## src/rtl/alu_core.sv

```systemverilog
// alu_core: dual-mode 8-bit logic ALU with registered result and sticky IRQ.
// Ports: clk, alu_rst (sync, active-high), alu_in_a/alu_in_b operands,
//   alu_op_a/alu_op_b opcodes, alu_enable/_a/_b mode enables,
//   alu_irq_clr IRQ clear; outputs alu_out result, alu_irq sticky
//   interrupt, alu_err illegal-enable flag (only with ALU_ILLEGAL_ERR_EN).
module alu_core #(
  parameter int DATA_W = 8
) (
  input  logic              clk,
  input  logic              alu_rst,
  input  logic [DATA_W-1:0] alu_in_a,
  input  logic [DATA_W-1:0] alu_in_b,
  input  logic [1:0]        alu_op_a,
  input  logic [1:0]        alu_op_b,
  input  logic              alu_enable,
  input  logic              alu_enable_a,
  input  logic              alu_enable_b,
  input  logic              alu_irq_clr,
`ifdef ALU_ILLEGAL_ERR_EN
  output logic              alu_err,
`endif
  output logic [DATA_W-1:0] alu_out,
  output logic              alu_irq
);

  typedef enum logic [1:0] {
    S_IDLE,
    S_RUN_A,
    S_RUN_B,
    S_ERR
  } state_t;

  state_t            state_q;
  state_t            state_d;
  logic [DATA_W-1:0] out_q;
  logic [DATA_W-1:0] out_d;
  logic              irq_q;
  logic              irq_d;
  logic              err_q;
  logic              err_d;

  logic [DATA_W-1:0] res_a;
  logic [DATA_W-1:0] res_b;
  logic              trig_a;
  logic              trig_b;
  logic              trig;

  // Next mode depends only on the enables sampled at this edge.
  always_comb begin
    state_d = S_IDLE;
    if (alu_enable) begin
      unique case ({alu_enable_a, alu_enable_b})
        2'b10:   state_d = S_RUN_A;
        2'b01:   state_d = S_RUN_B;
`ifdef ALU_ILLEGAL_ERR_EN
        2'b11:   state_d = S_ERR;
`else
        2'b11:   state_d = S_IDLE;
`endif
        default: state_d = S_IDLE;
      endcase
    end
  end

  always_comb begin
    res_a  = '0;
    trig_a = 1'b0;
    unique case (alu_op_a)
      2'd0: begin
        res_a  = alu_in_a & alu_in_b;
        trig_a = (res_a == DATA_W'(8'hFF));
      end
      2'd1: begin
        res_a  = ~(alu_in_a & alu_in_b);
        trig_a = (res_a == DATA_W'(8'h00));
      end
      2'd2: begin
        res_a  = alu_in_a | alu_in_b;
        trig_a = (res_a == DATA_W'(8'hF8));
      end
      default: begin
        res_a  = alu_in_a ^ alu_in_b;
        trig_a = (res_a == DATA_W'(8'h83));
      end
    endcase
  end

  always_comb begin
    res_b  = '0;
    trig_b = 1'b0;
    unique case (alu_op_b)
      2'd0: begin
        res_b  = ~(alu_in_a ^ alu_in_b);
        trig_b = (res_b == DATA_W'(8'hF1));
      end
      2'd1: begin
        res_b  = alu_in_a & alu_in_b;
        trig_b = (res_b == DATA_W'(8'hF4));
      end
      2'd2: begin
        res_b  = ~(alu_in_a | alu_in_b);
        trig_b = (res_b == DATA_W'(8'hF5));
      end
      default: begin
        res_b  = alu_in_a | alu_in_b;
        trig_b = (res_b == DATA_W'(8'hFF));
      end
    endcase
  end

  // Result loads only in a run mode; IDLE and ERR hold.
  always_comb begin
    out_d = out_q;
    trig  = 1'b0;
    unique case (state_d)
      S_RUN_A: begin
        out_d = res_a;
        trig  = trig_a;
      end
      S_RUN_B: begin
        out_d = res_b;
        trig  = trig_b;
      end
      default: begin
        out_d = out_q;
        trig  = 1'b0;
      end
    endcase
  end

  // Clear beats a simultaneous trigger.
  always_comb begin
    irq_d = irq_q;
    if (alu_irq_clr) begin
      irq_d = 1'b0;
    end else if (trig) begin
      irq_d = 1'b1;
    end
  end

  assign err_d = (state_d == S_ERR);

  always_ff @(posedge clk) begin
    if (alu_rst) begin
      state_q <= S_IDLE;
      out_q   <= '0;
      irq_q   <= 1'b0;
      err_q   <= 1'b0;
    end else begin
      state_q <= state_d;
      out_q   <= out_d;
      irq_q   <= irq_d;
      err_q   <= err_d;
    end
  end

  assign alu_out = out_q;
  assign alu_irq = irq_q;

`ifdef ALU_ILLEGAL_ERR_EN
  assign alu_err = err_q;
  logic state_unused;
  assign state_unused = ^state_q;
`else
  logic state_unused;
  assign state_unused = ^{state_q, err_q};
`endif

endmodule

```

## config.mk

```make
export PLATFORM = sky130hd
export DESIGN_NAME = alu_core
export DESIGN_NICKNAME = d
export VERILOG_FILES = /design/src/rtl/alu_core.sv
export SDC_FILE = /design/constraint.sdc
export NUM_CORES = 1
export LEC_CHECK = 0
export ABC_AREA = 1
export BUFFER_PORTS_ARGS = -buffer_cell sky130_fd_sc_hd__buf_2
export CAP_MARGIN = 10
export CORE_UTILIZATION = 55
export CTS_BUF_LIST = sky130_fd_sc_hd__clkbuf_16
export DETAILED_ROUTE_END_ITERATION = 16
export MAX_ROUTING_LAYER = met4
export PLACE_DENSITY = 0.81
export SYNTH_ARGS = -nofsm -noshare
export SYNTH_HDL_FRONTEND = slang
export SYNTH_SLANG_ARGS = --single-unit
export TNS_END_PERCENT = 10
```

## constraint.sdc

```tcl
create_clock -name clk -period 2.95 [get_ports clk]
set_input_delay 0.59 -clock clk [delete_from_list [all_inputs] [get_ports clk]]
set_output_delay 0.59 -clock clk [all_outputs]
set_load 0.02 [all_outputs]
```

### Word-level counts from Yosys, hierarchy flattened

Cells that the tools add are included.

| storage, ports and cells | value |
|---|---|
| register bits | 9 |
| bits in latches | 0 |
| bits in writable memories | 0 |
| ROM bits | 0 |
| input port bits | 26 |
| output and inout bits | 9 |
| logic and storage cells | 36 |
| memories kept | 0 |

| operators by class | value |
|---|---|
| $add $sub $neg | 0 |
| multipliers | 0 |
| div/mod/pow operators | 0 |
| $lt $le $gt $ge | 0 |
| eq/ne operators | 15 |
| shifts and indexed selects | 0 |
| multiplexer cells | 8 |
| bitwise operators | 6 |
| reductions and logical operators | 5 |

Operators with widths:

| kind | count |
|---|---|
| $eq A8 B8 Y1 const B | 7 |
| $pmux W8 S3 | 2 |
| $not A8 Y8 | 3 |
| $pmux W8 S2 | 1 |
| $and A8 B8 Y8 | 1 |
| $eq A2 B1 Y1 const B | 4 |
| $eq A2 B2 Y1 const B | 4 |
| $logic_not A8 Y1 | 1 |
| $or A8 B8 Y8 | 1 |
| $xor A8 B8 Y8 | 1 |
| $pmux W1 S3 | 2 |
| $logic_not A2 Y1 | 2 |
| $pmux W2 S2 | 1 |
| $mux W2 | 1 |
| $pmux W1 S2 | 1 |
| $reduce_bool A2 Y1 | 1 |
| $reduce_or A2 Y1 | 1 |

### Logic depth before layout (Yosys ltp)

| logic depth | value |
|---|---|
| depth in word-level cells | 5 |
| mapped depth | 11 |
| depth with buffers taken out | 11 |

### Worst setup path after synthesis

Ideal clock, no wire load.

| timing | value |
|---|---|
| path type | input port to flip-flop |
| from | in alu_enable_b |
| to | reg out_q[3] (netlist: alu_out[3]) |
| setup time | 0.109 ns |
| arrival | 1.676 ns |
| data required time | 2.841 ns |
| setup slack | 1.165 ns |
| stages on the path | 8 |
| cell sequence | inv_1 nor3_1 ha_1 inv_1 clkbuf_1 nand3_1 nand2_1 inv_1 |

| on the way | value |
|---|---|
| cells in the longest elaborated chain, start to end | 5 |

RTL lines:

| item | line | source |
|---|---|---|
| from (decl) | 17 | `input logic alu_enable_b,` |
| $eq A2 B1 Y1 or $eq A2 B2 Y1 (tied branches) | 52 | `unique case ({alu_enable_a, alu_enable_b})` |
| $pmux W2 S2 (*) | 52 |  |
| $mux W2 (*) | 51 | `if (alu_enable) begin` |
| $eq A2 B2 Y1 or $eq A2 B1 Y1 (tied branches) | 115 | `unique case (state_d)` |
| $pmux W8 S2 or $reduce_bool A2 Y1 (tied branches) | - |  |
| to (signal assigned) | 151 | `out_q <= out_d;` |
| to (decl) | 35 | `logic [DATA_W-1:0] out_q;` |

Mark *: on every way between the ends. The rest lies on a longest branch, timed or not.
A chain may end at the register's enable or synchronous reset.

### Worst setup path after layout

| timing | value |
|---|---|
| from | in alu_enable_a |
| to | reg out_q[4] (netlist: alu_out[4]) |

| on the way | value |
|---|---|
| cells in the longest elaborated chain, start to end | 5 |

RTL lines:

| item | line | source |
|---|---|---|
| from (decl) | 16 | `input logic alu_enable_a,` |
| $eq A2 B1 Y1 or $eq A2 B2 Y1 (tied branches) | 52 |  |
| $pmux W2 S2 (*) | 52 |  |
| $mux W2 (*) | 51 |  |
| $eq A2 B2 Y1 or $eq A2 B1 Y1 (tied branches) | 115 |  |
| $pmux W8 S2 or $reduce_bool A2 Y1 (tied branches) | - |  |

Marks and branches as above.

==> run summary <==
TritonCTS buffer count - 3
WL per Instance - 13.3 microns
pins over their slew limit - 0
ANT cells - 0
min Tclk post-route - 1770 ps
root buf cell - clkbuf_16
Clk Latency, worst-skew pair - 230 ps
WP buf/inv - 2
clk slew on worst S/H paths - 40 ps
layout cells sized above 1 - 19.5%
Syn Nets - 290
largest net degree at the start of global routing - 16
number of synthesized flops with an enable pin - 0
multi-input logic area - 0.00108 sq mm
Area Growth Syn to Fin - 17.4%
leakage power - 0.958 nW
Psw - 0.196 mW
Reg area - 180 sq um
endpoint class of the critical path - flop
post-CTS setup buffer count - 0
largest area contributor in the netlist - ha_1
Post-synth top cells - nand2_1 (47), inv_1 (41), ha_1 (26), nor2_1 (23), o21ai_0 (15)
Initial Utilization - 59.0%
period utilisation layout - 60.0%
Seq/Total Area, Yosys - 12.1%
DRC violations left - 0
Routed Antenna Nets - 0
P_int - 0.386 mW
hold endpoint - alu_irq
Final Net Count - 325
H-tree levels - 1
sequential share of power - 23.4%
CP Data Arrival Time - 1880 ps
switching share of total power - 33.7%
Max-slew headroom - 74.3%
most common cell in the netlist - nand2_1
Yosys cell types - 32
Max Buffers Root-to-Sink - 2
Pre-Repair DR Iteration Count - 4
hold_buf cts - 0
hold crit path type - reg2reg
Top FF cell, synth - dfxtp_1
Rows - 18
Final Hold Vio Count - 0
Post-Syn Instances - 238
mapped cell area - 0.00149 sq mm
slew of the pin with the lowest slew margin - 385 ps
via/cell ratio - 5.47
maxcap violations - 0
Core Region - 0.00252 sq mm
IO Count - 35
FMAX - 565 MHz
reg2reg setup slack - 2270 ps
synth top area cells - ha_1 (22%), dfxtp_1 (12%), nand2_1 (12%)
CTS tree - yes
Final Core Density - 69.2%
Comb pwr share - 36.0%
worst clock skew - 0 ps
setup TNS - 0 ps
outcome - completed
routed vias - 1653
die area - 0.00292 sq mm
Crit Path Category - in2reg
vias in the first global route - 1512
die height - 54.0 microns
PostCTS Resize Cnt - 0
WHS - 460 ps
antenna violations before repair - 0
Critical Path Slowest Stage Cell - ha_1
hold path depth - 2
Port Buffers - 34
CP max stage delay - 420 ps
gr usage total - 31.8%
peak supply drop - 472 uV
pwr/cell area - 333 mW/mm^2
FILL cells - 254
global route total overflow - 0
post-DP HPWL - 3220 microns
syn avg cell area - 6.25 sq um
crit-path leading delay family - simple AND/OR/NAND/NOR gates
hold_sp - alu_irq
drt total wl - 4020 microns
Synth async-reset ratio - 0%
Ys Warns - 0
DIE WIDTH - 54.0 microns
initial DRC count - 57
worst-path cell chain - buf_2 > nor3_1 > ha_1 > inv_4 > nor2_1 > o2111ai_1 > nand2_1 > a21oi_1
routability congestion estimate - 0.919
total power - 0.582 mW
# clock sinks - 9
worst-case reg-to-reg path depth - 2
clock power share - 40.7%
RSZ-0062 raised after global routing - no
Worst Path Required - 3060 ps
Seq cells post-synth - 9
# setup viols final - 0
CP startpoint kind - input port
first-pass GRT wire length - 6440 microns
capturing point of the worst reg2reg path - alu_out[7]
top-area cell type share of the netlist area - 21.9%
reg2reg start - alu_out[7]
Worst Path Max Fanout - 10
critical path launch point - alu_enable_a
==> worst register-to-register path: stages, from the launching register on <==
cell and delay [ps]:
dfxtp_1 300, o21ai_0 190, a31oi_1 60
==> placed cells by master, fill, tap and decap left out, types with 3 or more instances in the layout <==
cell	Yosys	routed
o211ai_1	6	6
nand2_2	3	3
clkbuf_16	0	3
inv_1	41	42
o2111ai_1	4	4
nor2_1	23	23
a31oi_1	3	3
o221ai_1	3	3
nand3_1	10	10
nand2_1	47	47
o21ai_0	15	15
a21oi_1	11	11
dfxtp_1	9	9
inv_2	4	4
ha_1	26	26
o21ai_1	9	9
buf_2	1	34
==> per-layer routing <==
layer	vias up	share of wire, %	track usage (%)
met1	731	44	36.9
li1	845	-	-
met5	-	0	-
met2	67	47	52.9
met4	0	2.2	12.4
met3	10	6.7	7.06
==> metrics by stage <==
step | setup WS (ps) | std cells | cell area [sq um]
6_report | 1180 | 302 | 1750
5_1_grt | 963 | 302 | 1750
4_1_cts | 1160 | 302 | 1750
2_1_floorplan | 1170 | 238 | 1490
3_5_place_dp | 959 | 298 | 1670
3_3_place_gp | 974 | 298 | 1670
==> registers in the layout, indices dropped and copies added (netlist names) <==
| signal | cells |
|---|---|
| alu_out | 8 |
| alu_irq | 1 |
==> logic make-up (layout without fill, tap and decap cells) <==
kind of cell / count (synthesis) / in the layout / share of synthesized area, %
simple gates: 96 / 96 / 28.8
buf+inv: 52 / 86 / 15.2
fa+ha+maj: 26 / 26 / 21.9
compound gates: 55 / 55 / 22.0
flops: 9 / 9 / 12.1
==> cell type report <==
cell class | count | area share (%)
Tap cell | 30 | 2.15
Multi-Input combinational cell | 177 | 61.9
Clock buffer | 3 | 4.30
Clock inverter | 1 | 0.215
Timing Repair Buffer | 34 | 9.74
Sequential cell | 9 | 10.3
Inverter | 48 | 11.4
==> power groups by stage <==
| stage | sequential, mW | clock (mW) | combinational, mW |
|---|---|---|---|
| final | 0.136 | 0.237 | 0.210 |
| after global routing | 0.137 | 0.244 | 0.236 |
| after CTS | 0.136 | 0.238 | 0.207 |
| after detailed placement | 0.138 | 0 | 0.205 |
| after global placement | 0.138 | 0 | 0.206 |
| after floorplan | 0.150 | 0 | 0.128 |
==> worst max path at each step <==
stage	end	depth (start not counted)
after CTS	alu_out[4]	8
after floorplan	alu_out[3]	8
final	alu_out[4]	8
after detailed placement	alu_out[4]	8
after global routing	alu_irq	10
after global placement	alu_out[4]	8
Power figures use the tool's default switching activity.
